`src/rtl/mem_req_arbiter.sv`:
```
// Two-requester round-robin arbiter in front of a single memory controller port.
// Latches the winning request, pulses ce, and waits for busy to rise and fall or for a start timeout.
module mem_req_arbiter #(
    parameter int TIMEOUT = 15
) (
    input  logic        clk,
    input  logic        rst_n,
    input  logic [1:0]  IN_req_valid,
    input  logic [1:0]  IN_req_we,
    input  logic [19:0] IN_req_sramAddr,
    input  logic [59:0] IN_req_extAddr,
    output logic [1:0]  OUT_req_ready,
    output logic [1:0]  OUT_req_done,
    output logic        OUT_MC_ce,
    output logic        OUT_MC_we,
    output logic        OUT_MC_cacheID,
    output logic [9:0]  OUT_MC_sramAddr,
    output logic [29:0] OUT_MC_extAddr,
    input  logic        IN_MC_busy,
    output logic        OUT_err
);

    typedef enum logic [1:0] {IDLE, ISSUE, WAIT_START, WAIT_DONE} state_t;

    state_t     state;
    state_t     state_next;
    logic [7:0] start_cnt;
    logic       last_grant;
    logic       winner;
    logic       accept;
    logic       timeout_hit;

    // Round-robin: on contention the requester that did not win last time goes first.
    always_comb begin
        case (IN_req_valid)
            2'b01:   winner = 1'b0;
            2'b10:   winner = 1'b1;
            2'b11:   winner = ~last_grant;
            default: winner = 1'b0;
        endcase
    end

    assign accept      = (state == IDLE) && (IN_req_valid != 2'b00);
    assign timeout_hit = (state == WAIT_START) && !IN_MC_busy && (start_cnt == 8'(TIMEOUT));

    always_ff @(posedge clk or negedge rst_n) begin
        if (!rst_n) begin
            state <= IDLE;
        end else begin
            state <= state_next;
        end
    end

    always_comb begin
        state_next = state;
        case (state)
            IDLE:       if (accept) state_next = ISSUE;
            ISSUE:      state_next = WAIT_START;
            WAIT_START: begin
                if (IN_MC_busy)       state_next = WAIT_DONE;
                else if (timeout_hit) state_next = IDLE;
            end
            WAIT_DONE:  if (!IN_MC_busy) state_next = IDLE;
            default:    state_next = IDLE;
        endcase
    end

    // ready/done are gated by rst_n so every output reads 0 while reset is held.
    always_comb begin
        OUT_req_ready = 2'b00;
        OUT_req_done  = 2'b00;
        OUT_MC_ce     = rst_n && (state == ISSUE);
        if (rst_n && accept) begin
            OUT_req_ready[winner] = 1'b1;
        end
        if (rst_n && (((state == WAIT_DONE) && !IN_MC_busy) || timeout_hit)) begin
            OUT_req_done[OUT_MC_cacheID] = 1'b1;
        end
    end

    always_ff @(posedge clk or negedge rst_n) begin
        if (!rst_n) begin
            start_cnt       <= 8'd0;
            last_grant      <= 1'b1;
            OUT_err         <= 1'b0;
            OUT_MC_we       <= 1'b0;
            OUT_MC_cacheID  <= 1'b0;
            OUT_MC_sramAddr <= 10'd0;
            OUT_MC_extAddr  <= 30'd0;
        end else begin
            if (accept) begin
                last_grant      <= winner;
                OUT_MC_cacheID  <= winner;
                OUT_MC_we       <= IN_req_we[winner];
                OUT_MC_sramAddr <= winner ? IN_req_sramAddr[19:10] : IN_req_sramAddr[9:0];
                OUT_MC_extAddr  <= winner ? IN_req_extAddr[59:30] : IN_req_extAddr[29:0];
            end
            // start_cnt reads 1 in the first WAIT_START cycle.
            if (state == ISSUE) begin
                start_cnt <= 8'd1;
            end else if ((state == WAIT_START) && !IN_MC_busy && !timeout_hit) begin
                start_cnt <= start_cnt + 8'd1;
            end else begin
                start_cnt <= 8'd0;
            end
            if (timeout_hit) begin
                OUT_err <= 1'b1;
            end
        end
    end

endmodule
```
`config.mk`:
```
export PLATFORM = sky130hd
export DESIGN_NAME = mem_req_arbiter
export DESIGN_NICKNAME = d
export VERILOG_FILES = /design/src/rtl/mem_req_arbiter.sv
export SDC_FILE = /design/constraint.sdc
export NUM_CORES = 1
export LEC_CHECK = 0
export BUFFER_PORTS_ARGS = -buffer_cell sky130_fd_sc_hd__buf_2
export CAP_MARGIN = 10
export CORE_ASPECT_RATIO = 0.5
export CORE_MARGIN = 3
export CORE_UTILIZATION = 42
export CTS_CLUSTER_SIZE = 40
export DETAILED_ROUTE_END_ITERATION = 10
export PLACE_DENSITY = 0.77
export SLEW_MARGIN = 20
export SYNTH_ARGS = -nofsm -noshare
export SYNTH_HDL_FRONTEND = slang
export SYNTH_SLANG_ARGS = --single-unit
```
`constraint.sdc`:
```
create_clock -name clk -period 1.4 [get_ports clk]
set_input_delay 0.14 -clock clk [delete_from_list [all_inputs] [get_ports clk]]
set_output_delay 0.14 -clock clk [all_outputs]
set_load 0.01 [all_outputs]
```
== Yosys cells after proc, flatten, opt, wreduce, memory -nomap -nowiden ==
Index checks and enable logic that the tools add are counted.

* Output and inout port bits: 48
* Register bits after elaboration: 54
* Input port bits: 87
* Word-level logic and storage cells: 57

* Add/sub/neg operators: 1
* Multiplexer cells: 18
* Eq/ne operators: 9
* Bitwise operators: 1
* Order comparisons: 4
* Reductions and logical operators: 16

{| class="wikitable"
|+ Operator list
! cell !! count
|-
| 30-bit 2-to-1 mux || 1
|-
| 8-bit 2-to-1 mux || 2
|-
| 2-bit 2-to-1 mux || 6
|-
| 1-bit logical AND || 10
|-
| 10-bit 2-to-1 mux || 1
|-
| 8-bit by 1-bit adder with 8-bit output (second input constant) || 1
|-
| 2-bit equality test (second input constant) || 4
|-
| 8-bit by 4-bit equality test with 1-bit output (second input constant) || 1
|-
| 2-bit one-hot mux with 4 select lines || 1
|-
| 1-bit by 2-bit less-than comparator with 1-bit output (second input constant) || 2
|-
| 1-bit 2-to-1 mux || 4
|-
| 2-bit != test (second input constant) || 2
|-
| 3-bit != test (second input constant) || 1
|-
| 3-bit AND reduction || 1
|-
| 1-bit demux with 1-bit select || 2
|-
| 2-bit by 1-bit equality test with 1-bit output (second input constant) || 1
|-
| 1-bit >= comparator (second input constant) || 2
|-
| 1-bit zero test || 2
|-
| 2-bit zero test || 1
|-
| 1-bit one-hot mux with 2 select lines || 1
|-
| 2-bit nonzero test || 1
|-
| 1-bit logical OR || 1
|-
| 1-bit inverter || 1
|}

== Longest topological paths before layout ==
* Depth after elaboration: 7
* Mapped depth: 5
* Gate-level depth less buffers: 4

== Worst setup path after synthesis ==
No wires, ideal clock.

* Kind: register to register
* From: reg last_grant
* To: reg OUT_MC_extAddr[5]
* Path buffers: 2
* Clock period less this slack: 1.512 ns
* Arrival time: 1.388 ns
* Stages on the path, launching flop included: 6
* Setup slack: -0.112 ns
* Data required time: 1.275 ns
* Setup time: 0.125 ns
* Path through: dfstp_2 a21boi_1 buf_6 buf_6 mux2_4 mux2_2

* Longest elaborated chain between the ends: 3

{| class="wikitable"
|+ RTL lines
! what !! RTL line !! text
|-
| start, declared || 28 || <nowiki>logic last_grant;</nowiki>
|-
| start signal, assigned || 92 || <nowiki>last_grant <= winner;</nowiki>
|-
| 1-bit inverter || 38 || <nowiki>2'b11: winner = ~last_grant;</nowiki>
|-
| 1-bit one-hot mux with 2 select lines || 35 || <nowiki>case (IN_req_valid)</nowiki>
|-
| 30-bit 2-to-1 mux || 96 || <nowiki>OUT_MC_extAddr <= winner ? IN_req_extAddr[59:30] : IN_req_extAddr[29:0];</nowiki>
|-
| end signal, assigned || 96 ||
|-
| end, declared || 18 || <nowiki>output logic [29:0] OUT_MC_extAddr,</nowiki>
|}

Every way passes these cells.
A chain may end at the register's enable or synchronous reset.

== Worst setup path in the final report ==
* From: reg start_cnt[4]
* To: out OUT_req_done[0]

* Longest elaborated chain between the ends: 5

{| class="wikitable"
|+ RTL lines
! what !! RTL line !! text
|-
| start, declared || 27 || <nowiki>logic [7:0] start_cnt;</nowiki>
|-
| start signal, assigned || 102 || <nowiki>start_cnt <= start_cnt + 8'd1;</nowiki>
|-
| 8-bit by 4-bit equality test with 1-bit output || 44 || <nowiki>assign timeout_hit = (state == WAIT_START) && !IN_MC_busy && (start_cnt == 8'(TIMEOUT));</nowiki>
|-
| 1-bit logical AND || 44 ||
|-
| 1-bit logical OR || 76 || <nowiki>if (rst_n && (((state == WAIT_DONE) && !IN_MC_busy) || timeout_hit)) begin</nowiki>
|-
| 1-bit logical AND || 76 ||
|-
| 2-bit 2-to-1 mux || 76 ||
|-
| end, declared || 13 || <nowiki>output logic [1:0] OUT_req_done,</nowiki>
|}

Every way passes these cells.

==> run_results.csv <==
group,metric,value,unit
final_layout,n_antenna_cell,0,
detailed_routing,top_layer_used,"met4",
placed_design,io_buffers,134,
yosys,synth_area_leaders,"dfrtp_1, mux2_2, mux2_4, mux2_1, buf_6",
final_layout,syn_to_final_growth,58.04,%
detailed_routing,routedWlPerCell,20.30,um
sta,hold_violations,0,
worst_setup_path,path_max_fanout,3,
clock_tree,clk_latency,0.29,ns
sta,setup_slack,-0.5621,ns
grt,grt_pass1_wl,14130,um
yosys,seq_area_frac_synth,0.4856,
sta,finalCriticalPeriod,1.962,ns
pwr,power_density,1830,nW/um^2
worst_setup_path,critical_path_class,"register to primary output",
die,dieArea,7704,um^2
sta,fin_setup_tns,-13.23,ns
sta,relSlewSlack,0.6193,
pwr,p_leak,2.261,nW
worst_setup_path,crit_path_end_kind,"primary output",
detailed_routing,wl,9157,um
sta,rsz0062_at_grt,"true",
final_layout,nets,450,
clock_tree,cts-htree-levels,2,
clock_tree,clockBufferDepth,2,
yosys,yosys.cell_types.count,32,
worst_setup_path,critical_path.top_delay_family,"simple AND/OR/NAND/NOR gates",
detailed_routing,drc_errors,0,
placed_design,gp_congestion,0.7228,
die,die_w,121.2,um
status,outcome,"finished, violations left",
yosys,yosys_warnings,0,
worst_setup_path,crit_chain,"or4_4 -> o21ai_4 -> and4b_1 -> buf_2",
sta,max_freq,0.5097,GHz
grt,grt-ovfl-total,0,
detailed_routing,routed_via_density,5.282,
job,max_cap_viol_count,0,
final_layout,fillers,390,
yosys,synthArstFlopShare,1.000,
worst_setup_path,slowest_stage,"or4_4",
yosys,syn_area_per_cell,14.43,um^2
grt,grt_max_degree,44,
detailed_routing,wl_met2,4726,um
sta,worst_pin_slew,0.5692,ns
yosys,syn-instance-count,193,
detailed_routing,met1_length,3606,um
detailed_routing,drtPass1Iterations,4,
pwr,ir_drop,0.8511,mV
clock_tree,cts_sinks,54,
placed_design,dpl.hpwl,4949,um
yosys,synth_edf_count,0,
die,start_util,0.4470,
yosys,netlist_top_cells_count,"dfrtp_1, mux2_2, mux2_4",
sta,finalCritPeriodShare,1.401,
detailed_routing,drtIter0Drc,118,
detailed_routing,num_vias,2382,
sta,finalSetupViolCount,55,
sta,whs,0.06974,ns
die,coreArea,6231,um^2
hold_path,hold_path.class,"primary input to asynchronous set/reset pin",
yosys,syn_area,2785,um^2
die,core.rowCount,20,
die,fp.dieH,63.58,um
worst_setup_path,cp_data_arrival_time,1.82,ns
sta,drv_slew,0,
die,ioPinCount,135,
sta,finClkSkew,0.006621,ns
yosys,synth_top_area_frac,0.4762,
worst_setup_path,critPathRequiredTime,1.26,ns
detailed_routing,routed-wl-met3,491,um
worst_setup_path,cp-start-kind,"register",
worst_setup_path,crit_path_max_incr_delay,0.57,ns
grt,antenna_found_initial,0,
yosys,synthesis.nets,281,
grt,grt_pass1_vias,2512,
yosys,synth_most_common_cell,"dfrtp_1",
detailed_routing,ant_nets,0,
clock_tree,path_clk_slew,0.07,ns
status,violations,"negative setup slack",
worst_setup_path,worst-path-buf-inv,1,
grt,track_usage,0.2371,
final_layout,drive_gt1_frac,0.7631,
yosys,synth_flop_cell,"dfrtp_1",
clock_tree,cts_tree,"built",
yosys,yosysTopAreaCell,"dfrtp_1",
yosys,ys_seq_elements,54,
clock_tree,numCtsBuffers,5,
clock_tree,cts_root_buf,"clkbuf_16",
path summary, 6_finish.rpt:
| kind | startpoint | slack (ns) | depth (start not counted) | end |
|---|---|---|---|---|
| max | start_cnt[4] | -0.56 | 4 | OUT_req_done[0] |
| min | rst_n | 0.07 | 2 | OUT_MC_extAddr[21] |
| max reg2reg | start_cnt[4] | -0.48 | 7 | start_cnt[7] |
| min reg2reg | OUT_err | 0.46 | 1 | OUT_err |
| max in group asynchronous | rst_n | 0.52 | 2 | OUT_MC_sramAddr[6] |
| min in group clk | IN_MC_busy | 0.10 | 2 | state[0] |
power by group:
group / switching [mW] / total, mW / internal (mW)
Clock: 0.551 / 1.40 / 0.845
Sequential: 0.437 / 2.70 / 2.26
Combinational: 1.58 / 3.96 / 2.38
cell families after synthesis:
logic type,count (synthesis),synth area share
mux,84,0.3801
flops,54,0.4856
simple gates,25,0.05346
compound gates,15,0.03459
buf+inv,12,0.03549
xor+xnor,2,0.006290
fa+ha+maj,1,0.004492
state kept, by name, summed over array words and instances (netlist names):
name,flops
OUT_MC_cacheID,1
OUT_MC_extAddr,30
OUT_MC_sramAddr,10
OUT_MC_we,1
OUT_err,1
last_grant,1
start_cnt,8
state,2
metrics by stage:
step / total power, mW / util / instance area [um^2] / setup slack, ns / std cells
after CTS: 7.997 / 0.7078 / 4410 / -0.4960 / 452
after floorplan: 4.789 / - / 2953 / -0.1021 / 193
after detailed placement: 5.921 / 0.6050 / 3770 / -0.1639 / 418
after global routing: 8.424 / 0.7064 / 4402 / -0.5514 / 451
final: 8.055 / 0.7064 / 4402 / -0.5621 / 451
after global placement: 5.825 / 0.6050 / 3770 / -0.1171 / 418
worst reg2reg max path, cell delays in order, from the launching register on:
cell	delay [ns]
dfrtp_1	0.42
or4_4	0.57
buf_4	0.16
buf_6	0.10
buf_6	0.10
buf_6	0.11
o21ai_4	0.21
a21oi_2	0.07
what timing repair did:
| action | 4_1_cts | 5_1_grt |
|---|---|---|
| pin swaps | 6 | 7 |
| setup endpoints to repair | 55 | 57 |
| cloned | 8 | 0 |
| endpoints found under the hold margin | 11 | 0 |
| resized for setup | 35 | 20 |
| buffers inserted | 17 | 4 |
| hold buffers | 1 | 0 |
placed cells by master, fill, tap and decap left out, drive strengths merged, types with 2 or more instances in the layout:
cell type | netlist | final
a21o | 2 | 2
a21oi | 5 | 5
buf | 10 | 171
clkbuf | 0 | 6
dfrtp | 53 | 53
inv | 2 | 2
mux2 | 84 | 84
nand2 | 4 | 4
nand3 | 3 | 3
nor2 | 5 | 5
nor3b | 2 | 2
o21ai | 5 | 5
or3 | 3 | 3
per-layer routing:
layer  vias up  global-route usage
li1       1046                   -
met4         0             0.06983
met2       119              0.4250
met3        36             0.04574
met1      1181              0.2913
met5         -                   0
cell type report:
| class | count | area [um^2] | share of cell area |
|---|---|---|---|
| well taps | 88 | 110.1 | 0.02501 |
| repair buffers | 172 | 1190 | 0.2703 |
| clock buffers | 6 | 128.9 | 0.02928 |
| multi-input cells | 127 | 1575 | 0.3579 |
| clock inverters | 2 | 37.54 | 0.008528 |
| flip-flops and latches | 54 | 1353 | 0.3073 |
| inverters | 2 | 7.507 | 0.001706 |
No activity file was read; power rests on OpenSTA's default activity.
